[config.mk]
export PLATFORM = sky130hd
export DESIGN_NAME = eq_result_buffer
export DESIGN_NICKNAME = d
export VERILOG_FILES = /design/src/rtl/eq_pipe_pkg.sv /design/src/rtl/eq_fifo_mem.sv /design/src/rtl/eq_result_buffer.sv
export SDC_FILE = /design/constraint.sdc
export NUM_CORES = 1
export LEC_CHECK = 0
export BUFFER_PORTS_ARGS = -buffer_cell sky130_fd_sc_hd__clkbuf_2
export CAP_MARGIN = 20
export CORE_ASPECT_RATIO = 0.7
export CORE_MARGIN = 2
export CORE_UTILIZATION = 55
export CTS_BUF_LIST = sky130_fd_sc_hd__clkbuf_2 sky130_fd_sc_hd__clkbuf_4 sky130_fd_sc_hd__clkbuf_8
export DETAILED_ROUTE_END_ITERATION = 7
export PLACE_DENSITY = 0.77
export SYNTH_ARGS = -nofsm -noshare
export SYNTH_HDL_FRONTEND = slang
export SYNTH_HIERARCHICAL = 1
export SYNTH_SLANG_ARGS = --single-unit
export TNS_END_PERCENT = 5
[constraint.sdc]
create_clock -name clk -period 4.11 [get_ports clk]
set_input_delay 0.822 -clock clk [delete_from_list [all_inputs] [get_ports clk]]
set_output_delay 0.822 -clock clk [all_outputs]
set_load 0.03 [all_outputs]
[src/rtl/eq_pipe_pkg.sv]
// eq_pipe_pkg: shared result type and buffer defaults for the equation pipeline and its output buffer
package eq_pipe_pkg;
  localparam int RESULT_W = 16;
  typedef logic [RESULT_W-1:0] result_t;
  localparam int BUF_DEPTH_DEFAULT = 4;
endpackage

[src/rtl/eq_fifo_mem.sv]
// eq_fifo_mem: DEPTH x DATA_W register array, one write port, one async read port, no storage reset
module eq_fifo_mem import eq_pipe_pkg::*; #(
  parameter int DATA_W = RESULT_W,
  parameter int DEPTH = BUF_DEPTH_DEFAULT,
  localparam int AW = $clog2(DEPTH)
) (
  input  logic              clk,
  input  logic              we,
  input  logic [AW-1:0]     waddr,
  input  logic [DATA_W-1:0] wdata,
  input  logic [AW-1:0]     raddr,
  output logic [DATA_W-1:0] rdata
);
  logic [DATA_W-1:0] mem [DEPTH];
  // write the accepted result into its slot
  always_ff @(posedge clk)
    if (we) mem[waddr] <= wdata;
  assign rdata = mem[raddr];
endmodule

[src/rtl/eq_result_buffer.sv]
// eq_result_buffer: FIFO output stage with registered stall back to the pipeline; BUF_STATS_EN adds stall_cycles/accept_cnt
module eq_result_buffer import eq_pipe_pkg::*; #(
  parameter int DATA_W = RESULT_W,
  parameter int DEPTH = BUF_DEPTH_DEFAULT,
  parameter int STALL_THRESH = DEPTH,
  localparam int AW = $clog2(DEPTH),
  localparam int CW = AW + 1
) (
  input  logic              clk,
  input  logic              rst,
  input  logic              in_valid,
  input  logic [DATA_W-1:0] in_data,
  output logic              stall,
  output logic              out_valid,
  input  logic              out_ready,
  output logic [DATA_W-1:0] out_data,
  output logic [CW-1:0]     count
`ifdef BUF_STATS_EN
  ,
  output logic [15:0]       stall_cycles,
  output logic [15:0]       accept_cnt
`endif
);
  logic [AW-1:0] wr_ptr, rd_ptr;
  logic [CW-1:0] count_next;
  logic [DATA_W-1:0] rdata;
  logic push, pop;
  assign push = in_valid & ~stall;
  assign out_valid = count != '0;
  assign pop = out_valid & out_ready;
  assign out_data = out_valid ? rdata : '0;
  assign count_next = count + CW'(push) - CW'(pop);
  eq_fifo_mem #(.DATA_W(DATA_W), .DEPTH(DEPTH)) u_mem (
    .clk(clk), .we(push), .waddr(wr_ptr), .wdata(in_data), .raddr(rd_ptr), .rdata(rdata)
  );
  // advance pointers and occupancy; stall follows the post-update occupancy
  always_ff @(posedge clk or negedge rst)
    if (!rst) begin
      wr_ptr <= '0;
      rd_ptr <= '0;
      count <= '0;
      stall <= 1'b0;
    end else begin
      wr_ptr <= wr_ptr + AW'(push);
      rd_ptr <= rd_ptr + AW'(pop);
      count <= count_next;
      stall <= count_next >= CW'(STALL_THRESH);
    end
`ifdef BUF_STATS_EN
  // saturating counts of stalled cycles and accepted results
  always_ff @(posedge clk or negedge rst)
    if (!rst) begin
      stall_cycles <= '0;
      accept_cnt <= '0;
    end else begin
      if (stall && ~&stall_cycles) stall_cycles <= stall_cycles + 16'd1;
      if (push && ~&accept_cnt) accept_cnt <= accept_cnt + 16'd1;
    end
`endif
endmodule

==> reports/results.ini, run 1 <==
[status]
status=finished clean

[placement]
port_buffers=40
dp_cells=238
dp_hpwl_mm=2.826
globalplace.congestion=0.7085

[floorplanning]
dieArea_um2=5814
fp.dieH_um=64.40
io_pins=41
core_um2=4887
std_cell_rows=21
chipWidth_um=90.29
start_util=0.5865

[grt]
grt.total_usage=0.1741
grt_max_degree=20
grt-ovfl-total=0
grt_pass1_wl_mm=7.217
grt_pass1_vias=1417
antenna_found_initial=0

[detailed_routing]
wl_per_cell_um=17.93
drt_iter0_markers=66
wl_mm=4.553
vias=1341
dr.pass1.iters=4
vias_per_cell=5.280
antenna_left=0
drc=0

[flow_run]
maxCapViolations=0

[yosys]
syn-num-nets=157
synth_top_area_share=0.6704
synth_top_flop_cell=edfxtp_1
synthArstFlopShare=0.09859
synth.area.top_cells=edfxtp_1 (67%), mux4_2 (7.9%), dfrtp_1 (6.1%), mux4_1 (5.5%), and2_4 (2.7%)
syn-instance-count=134
synth_edf_count=64
ys_warn_count=6
yosysSeqAreaShare=0.7316
post-synth-top-area-cell=edfxtp_1
ys_ff_latch=71
syn_area_per_cell_um2=21.39
syn_area_um2=2866
yosysUniqueCellTypes=27

[sta]
layout_worst_path_cycle_share=0.6799
final-setup-viol-count=0
slew_violations=0
hold_violations=0
final.setup.tns_ps=0
skew_ps=4.484
hold_slack_ps=308.4
grt_setup_unrepaired=no
worst_slew_pin_slew_ps=923.9
fmaxAchievable_ghz=0.3579
layout_min_cycle_time_ps=2794
slew-limit-headroom=0.3840

[setup_path]
critPathMaxFanout=19
reg2regPathDepth=2
crit_arrival_ps=1970
r2r_end=u_mem/mem[2][5]
critPathLaunchType=register
r2r_slack_ps=2150
timing.rr.start=count[2]
endpoint_kind=output pin
crit_required_ps=3290
critPathLaunch=count[2]
crit_type=reg -> out

[clock_tree]
cts_buffer_depth=2
clock_latency_ps=330
clock-root-buffer=clkbuf_8
post_cts_resized=0
clock-sinks=71
cts_setup_buffers=0
cts_hold_buf=0
clk_pin_slew_ps=70
cts_htree_levels=3
cts_inserted_buffers=9
cts_tree=yes

[cells_and_area]
regArea_um2=2097
drive_gt1_frac=0.4054
instances_no_fill=254
area_growth_pct=13.44
fillers=355
multi_input_area_um2=691.9
antenna_cells=0
final_nets=203

[power]
powerDensity_nw_per_um2=751.9
vdd_drop_max_mv=0.3814
p_leak_nw=1.203

[hold_path]
min_path_type=in -> async

where the power goes:
part / switching, mW / leakage [nW] / internal, mW
registers: 0.0900 / 0.663 / 0.925
logic: 0.578 / 0.458 / 0.420
clock network: 0.226 / 0.0827 / 0.207
total: 0.894 / 1.20 / 1.55
cells in the final DEF, fill, tap and decap left out, types with 3 or more instances in the layout:
cell type	netlist	final
edfxtp_1	64	64
and2_4	9	9
clkbuf_2	0	40
clkinv_1	0	4
and2_1	7	7
dfrtp_1	7	7
xnor2_1	4	4
clkbuf_8	0	9
clkinv_2	0	3
mux4_2	10	10
mux4_1	6	6
kinds of logic (layout without fill, tap and decap cells):
kind of cell | count (synthesis) | count (layout) | share of synthesized area
xor gates and xnor gates | 5 | 5 | 0.01528
adders and majority gates | 3 | 3 | 0.01571
AOI/OAI and AO/OA | 2 | 2 | 0.005676
muxes | 17 | 17 | 0.1375
and+or+nand+nor | 27 | 27 | 0.06548
buffers and inverters | 9 | 60 | 0.02881
DFF | 71 | 71 | 0.7316
worst max-delay path, cell delays in order (launching register included):
cell and delay [ps]:
dfrtp_1 460, or3_1 690, and2_1 300, clkbuf_2 180
layout make-up:
class                           count  area share
Sequential cell                    71      0.6449
Multi-Input combinational cell     54      0.2128
Timing Repair Buffer               42     0.06618
Clock buffer                        9     0.03809
Tap cell                           69     0.02655
Clock inverter                      7    0.009234
Inverter                            2    0.002309
sequential cells by signal (all words and copies together), names as in the netlist:
signal,count
u_mem/mem,64
count,3
rd_ptr,2
wr_ptr,2
worst max-delay path by stage:
stage	end	slack, ps	depth (start not counted)
detailed placement	out_data[13]	1650	3
floorplan	u_mem/mem[0][0]	1430	2
global placement	out_data[13]	1690	3
finish	out_data[12]	1320	3
global route	out_data[11]	1200	3
CTS	out_data[13]	1280	3
synth_stat cells, types with 2 or more instances:
| cell | n |
|---|---|
| and3b_1 | 2 |
| dfrtp_1 | 7 |
| ha_1 | 2 |
| nand2_1 | 2 |
| edfxtp_1 | 64 |
| inv_1 | 2 |
| buf_2 | 2 |
| nor2_1 | 2 |
| and2_1 | 7 |
| buf_6 | 2 |
| mux4_2 | 10 |
| and2_4 | 9 |
| xnor2_1 | 4 |
| mux4_1 | 6 |
metrics by stage:
step,utilization,worst slack (ps),power [mW],area (um^2)
after floorplan,-,1432,1.835,2867
after global placement,0.6339,1692,2.016,3098
after detailed placement,0.6339,1652,2.043,3098
after CTS,0.6654,1282,2.477,3252
after global routing,0.6654,1201,2.580,3252
final,0.6654,1316,2.445,3252
per-layer routing:
layer | global-route usage | vias up | routed length, um
met4 | 0.07308 | 0 | 81
li1 | - | 626 | -
met1 | 0.2076 | 670 | 1982
met2 | 0.2829 | 36 | 2220
met3 | 0.07429 | 9 | 268
met5 | 0 | - | 0
Power figures use the tool's default switching activity.
==> run 2: changes to the inputs <==
Clock period 4.11 ns to 2.85 ns, I/O delays scaled along.
==> reports/results.ini, run 2 (synthesis gave the netlist of run 1 again) <==
[setup_path]
critPathLaunchType=register
reg2regPathDepth=8
crit_type=reg -> out
critPathMaxFanout=19
crit_required_ps=2280
r2r_end=count[2]
r2r_slack_ps=880
endpoint_kind=output pin
crit_arrival_ps=1980
timing.rr.start=count[1]

[floorplanning]
fp.dieH_um=64.40
start_util=0.5865
io_pins=41
core_um2=4887
std_cell_rows=21
dieArea_um2=5814
chipWidth_um=90.29

[flow_run]
maxCapViolations=0

[sta]
final-setup-viol-count=0
slew-limit-headroom=0.5410
fmaxAchievable_ghz=0.3917
layout_worst_path_cycle_share=0.8958
final.setup.tns_ps=0
hold_violations=0
grt_setup_unrepaired=no
worst_slew_pin_slew_ps=688.5
skew_ps=8.654
slew_violations=0
layout_min_cycle_time_ps=2553

[clock_tree]
clock_latency_ps=340
cts_setup_buffers=0
cts_hold_buf=0
clk_pin_slew_ps=70
cts_htree_levels=3
clock-root-buffer=clkbuf_8
post_cts_resized=0
cts_inserted_buffers=9
clock-sinks=71
cts_buffer_depth=2
cts_tree=yes

[grt]
grt-ovfl-total=0
antenna_found_initial=0
grt_max_degree=20
grt_pass1_wl_mm=7.389
grt_pass1_vias=1465
grt.total_usage=0.1836

[detailed_routing]
antenna_left=0
vias=1371
drc=0
drt_iter0_markers=73
vias_per_cell=5.335
wl_mm=4.732
wl_per_cell_um=18.41
dr.pass1.iters=4

[power]
p_leak_nw=1.233
vdd_drop_max_mv=0.5965
powerDensity_nw_per_um2=1093
power_mw=3.604

[cells_and_area]
regMostFlops=u_mem/mem
antenna_cells=0
fillers=340
layout_commonest_cell=edfxtp_1
largest_reg_flops=64
final_nets=207
drive_gt1_frac=0.4309
top_regs=u_mem/mem (64), count (3)
area_growth_pct=15.02
final_cell_mix=edfxtp_1 (64), clkbuf_2 (40), clkbuf_8 (10), mux4_2 (10), and2_4 (9)

[placement]
globalplace.congestion=0.7087
port_buffers=40
dp_hpwl_mm=3.023

[hold_path]
min_path_type=in -> async

[status]
status=finished clean

-- run 2: cell type report --
type	count	area (um^2)	share of cell area
clock inverters	2	8.758	0.002657
flip-flops and latches	71	2097	0.6361
repair buffers	46	245.2	0.07438
clock buffers	13	160.2	0.04858
multi-input cells	54	691.9	0.2099
well taps	69	86.33	0.02619
inverters	2	7.507	0.002277
-- run 2: through the flow --
| step | area [um^2] | cells | utilization | setup WS [ps] | hold WS [ps] |
|---|---|---|---|---|---|
| 2_1_floorplan | 2867 | 134 | - | 332.9 | 274.4 |
| 3_3_place_gp | 3128 | 242 | 0.6400 | 705.2 | 410.4 |
| 3_5_place_dp | 3128 | 242 | 0.6400 | 653.2 | 417.1 |
| 4_1_cts | 3297 | 257 | 0.6746 | 270.6 | 50.44 |
| 5_1_grt | 3297 | 257 | 0.6746 | 186.0 | 47.66 |
| 6_report | 3297 | 257 | 0.6746 | 297.0 | 58.08 |
-- run 2: power by group --
part	leakage [nW]	switching [mW]	total, mW	internal, mW
logic	0.478	0.859	1.48	0.624
clock network	0.0912	0.321	0.681	0.360
registers	0.663	0.108	1.44	1.33
total	1.23	1.29	3.60	2.32
-- run 2: worst max-delay path: stages, from the launching register on --
cell      delay, ps
dfrtp_1         450
or3_1           700
and2_1          310
clkbuf_2        180
-- run 2: how the worst max path moves through the flow --
| stage | slack, ps | from | to | cells past startpoint |
|---|---|---|---|---|
| finish | 300 | count[2] | out_data[11] | 3 |
| global route | 190 | count[2] | out_data[11] | 3 |
| CTS | 270 | count[2] | out_data[13] | 3 |
| detailed placement | 650 | count[2] | out_data[13] | 3 |
| global placement | 710 | count[2] | out_data[13] | 3 |
| floorplan | 330 | count[2] | u_mem/mem[0][0] | 2 |
-- run 2: per-layer routing --
metal / share of wire / vias up / routed length (um) / track usage
met5: 0 / - / 0 / 0
met1: 0.41 / 685 / 1959 / 0.2057
met4: 0.012 / 0 / 55 / 0.06923
met3: 0.068 / 6 / 320 / 0.08608
met2: 0.51 / 50 / 2397 / 0.3111
li1: - / 630 / - / -
==> run 3: changes to the inputs <==
Settings changed: RECOVER_POWER from default to 100, TNS_END_PERCENT 5 to default.
==> reports/results.ini, run 3 (synthesis gave the netlist of run 1 again) <==
[status]
status=finished clean

[clock_tree]
post_cts_resized=0
cts_tree=yes
cts_setup_buffers=0
cts_htree_levels=3
cts_buffer_depth=2
clock-sinks=71
clock-root-buffer=clkbuf_8
cts_hold_buf=0
cts_inserted_buffers=9
clock_latency_ps=340
clk_pin_slew_ps=70

[cells_and_area]
fillers=354
drive_gt1_frac=0.2340
antenna_cells=0
layout_commonest_cell=edfxtp_1
regMostFlops=u_mem/mem
final_cell_mix=edfxtp_1 (64), clkbuf_1 (30), clkbuf_2 (14)
final_nets=207
instances_no_fill=257
top_regs=u_mem/mem (64), count (3)
area_growth_pct=12.53
largest_reg_flops=64

[placement]
dp_slack_ps=653.2
port_buffers=40
globalplace.congestion=0.7087
dp_hpwl_mm=3.023
dp_cells=242

[grt]
grt_pass1_wl_mm=7.389
grt.total_usage=0.1836
grt-ovfl-total=0
grt_max_degree=20
grt_pass1_vias=1465
antenna_found_initial=0

[detailed_routing]
m1WireLength_mm=2.025
antenna_left=0
drc=0
route.met3.wl_um=267
top_layer_used=met4
vias_per_cell=5.362
wl_mm=4.809
wl_per_cell_um=18.71
drt_iter0_markers=93
vias=1378
wl_met2_mm=2.440
dr.pass1.iters=4

[floorplanning]
std_cell_rows=21
io_pins=41
core_um2=4887
fp.dieH_um=64.40
start_util=0.5865
chipWidth_um=90.29
dieArea_um2=5814

[sta]
grt_setup_unrepaired=no
fmaxAchievable_ghz=0.3919
slew_violations=0
setup_ws_ps=298.1
layout_min_cycle_time_ps=2552
slew-limit-headroom=0.2599
final.setup.tns_ps=0
layout_worst_path_cycle_share=0.8954
final-setup-viol-count=0
worst_slew_pin_slew_ps=1110
skew_ps=7.075
hold_violations=0

[setup_path]
critPathLaunchType=register
path_delay_family=simple AND/OR/NAND/NOR gates
critPathMaxFanout=19
cpMaxStageDelayCell=or3_1
crit_arrival_ps=1980
crit_type=reg -> out
critPathMaxStageDelay_ps=690
endpoint_kind=output pin
crit_required_ps=2280
crit_chain=or3_1 > and2_2 > clkbuf_2
critPathBufInv=1

[hold_path]
min_path_type=in -> async

[power]
vdd_drop_max_mv=0.5770
powerDensity_nw_per_um2=1084
p_leak_nw=1.114

[flow_run]
maxCapViolations=0

-- run 3: worst paths after layout --
kind / slack, ps / cells past startpoint / end / startpoint
max: 300 / 3 / out_data[4] / count[2]
min: 120 / 1 / wr_ptr[1] / rst
max reg2reg: 560 / 3 / u_mem/mem[0][15] / count[2]
min reg2reg: 550 / 1 / wr_ptr[1] / wr_ptr[1]
max in group asynchronous: 2440 / 1 / wr_ptr[0] / rst
min in group clk: 480 / 1 / u_mem/mem[2][5] / in_data[5]
-- run 3: per-stage QoR --
stage / area (um^2) / utilization / hold slack [ps] / power, mW
2_1_floorplan: 2867 / - / 274.4 / 2.646
3_3_place_gp: 3128 / 0.6400 / 410.4 / 2.917
3_5_place_dp: 3128 / 0.6400 / 417.1 / 2.965
4_1_cts: 3297 / 0.6746 / 50.44 / 3.638
5_1_grt: 3226 / 0.6600 / 136.2 / 3.675
6_report: 3226 / 0.6600 / 117.5 / 3.496
-- run 3: where the power goes --
part	total (mW)	switching, mW	internal, mW	leakage, nW
clock network	0.682	0.322	0.360	0.0912
logic	1.37	0.853	0.518	0.360
registers	1.44	0.107	1.34	0.663
-- run 3: cell type report --
| type | count | area, um^2 | area share |
|---|---|---|---|
| flip-flops and latches | 71 | 2097 | 0.6501 |
| multi-input cells | 54 | 668.1 | 0.2071 |
| repair buffers | 46 | 197.7 | 0.06129 |
| clock buffers | 13 | 160.2 | 0.04965 |
| well taps | 69 | 86.33 | 0.02676 |
| clock inverters | 2 | 8.758 | 0.002715 |
| inverters | 2 | 7.507 | 0.002327 |
-- run 3: routing by layer --
layer	track usage	vias to the layer above
met3	0.08608	7
li1	-	631
met1	0.2057	697
met5	0	-
met4	0.06923	0
met2	0.3111	43
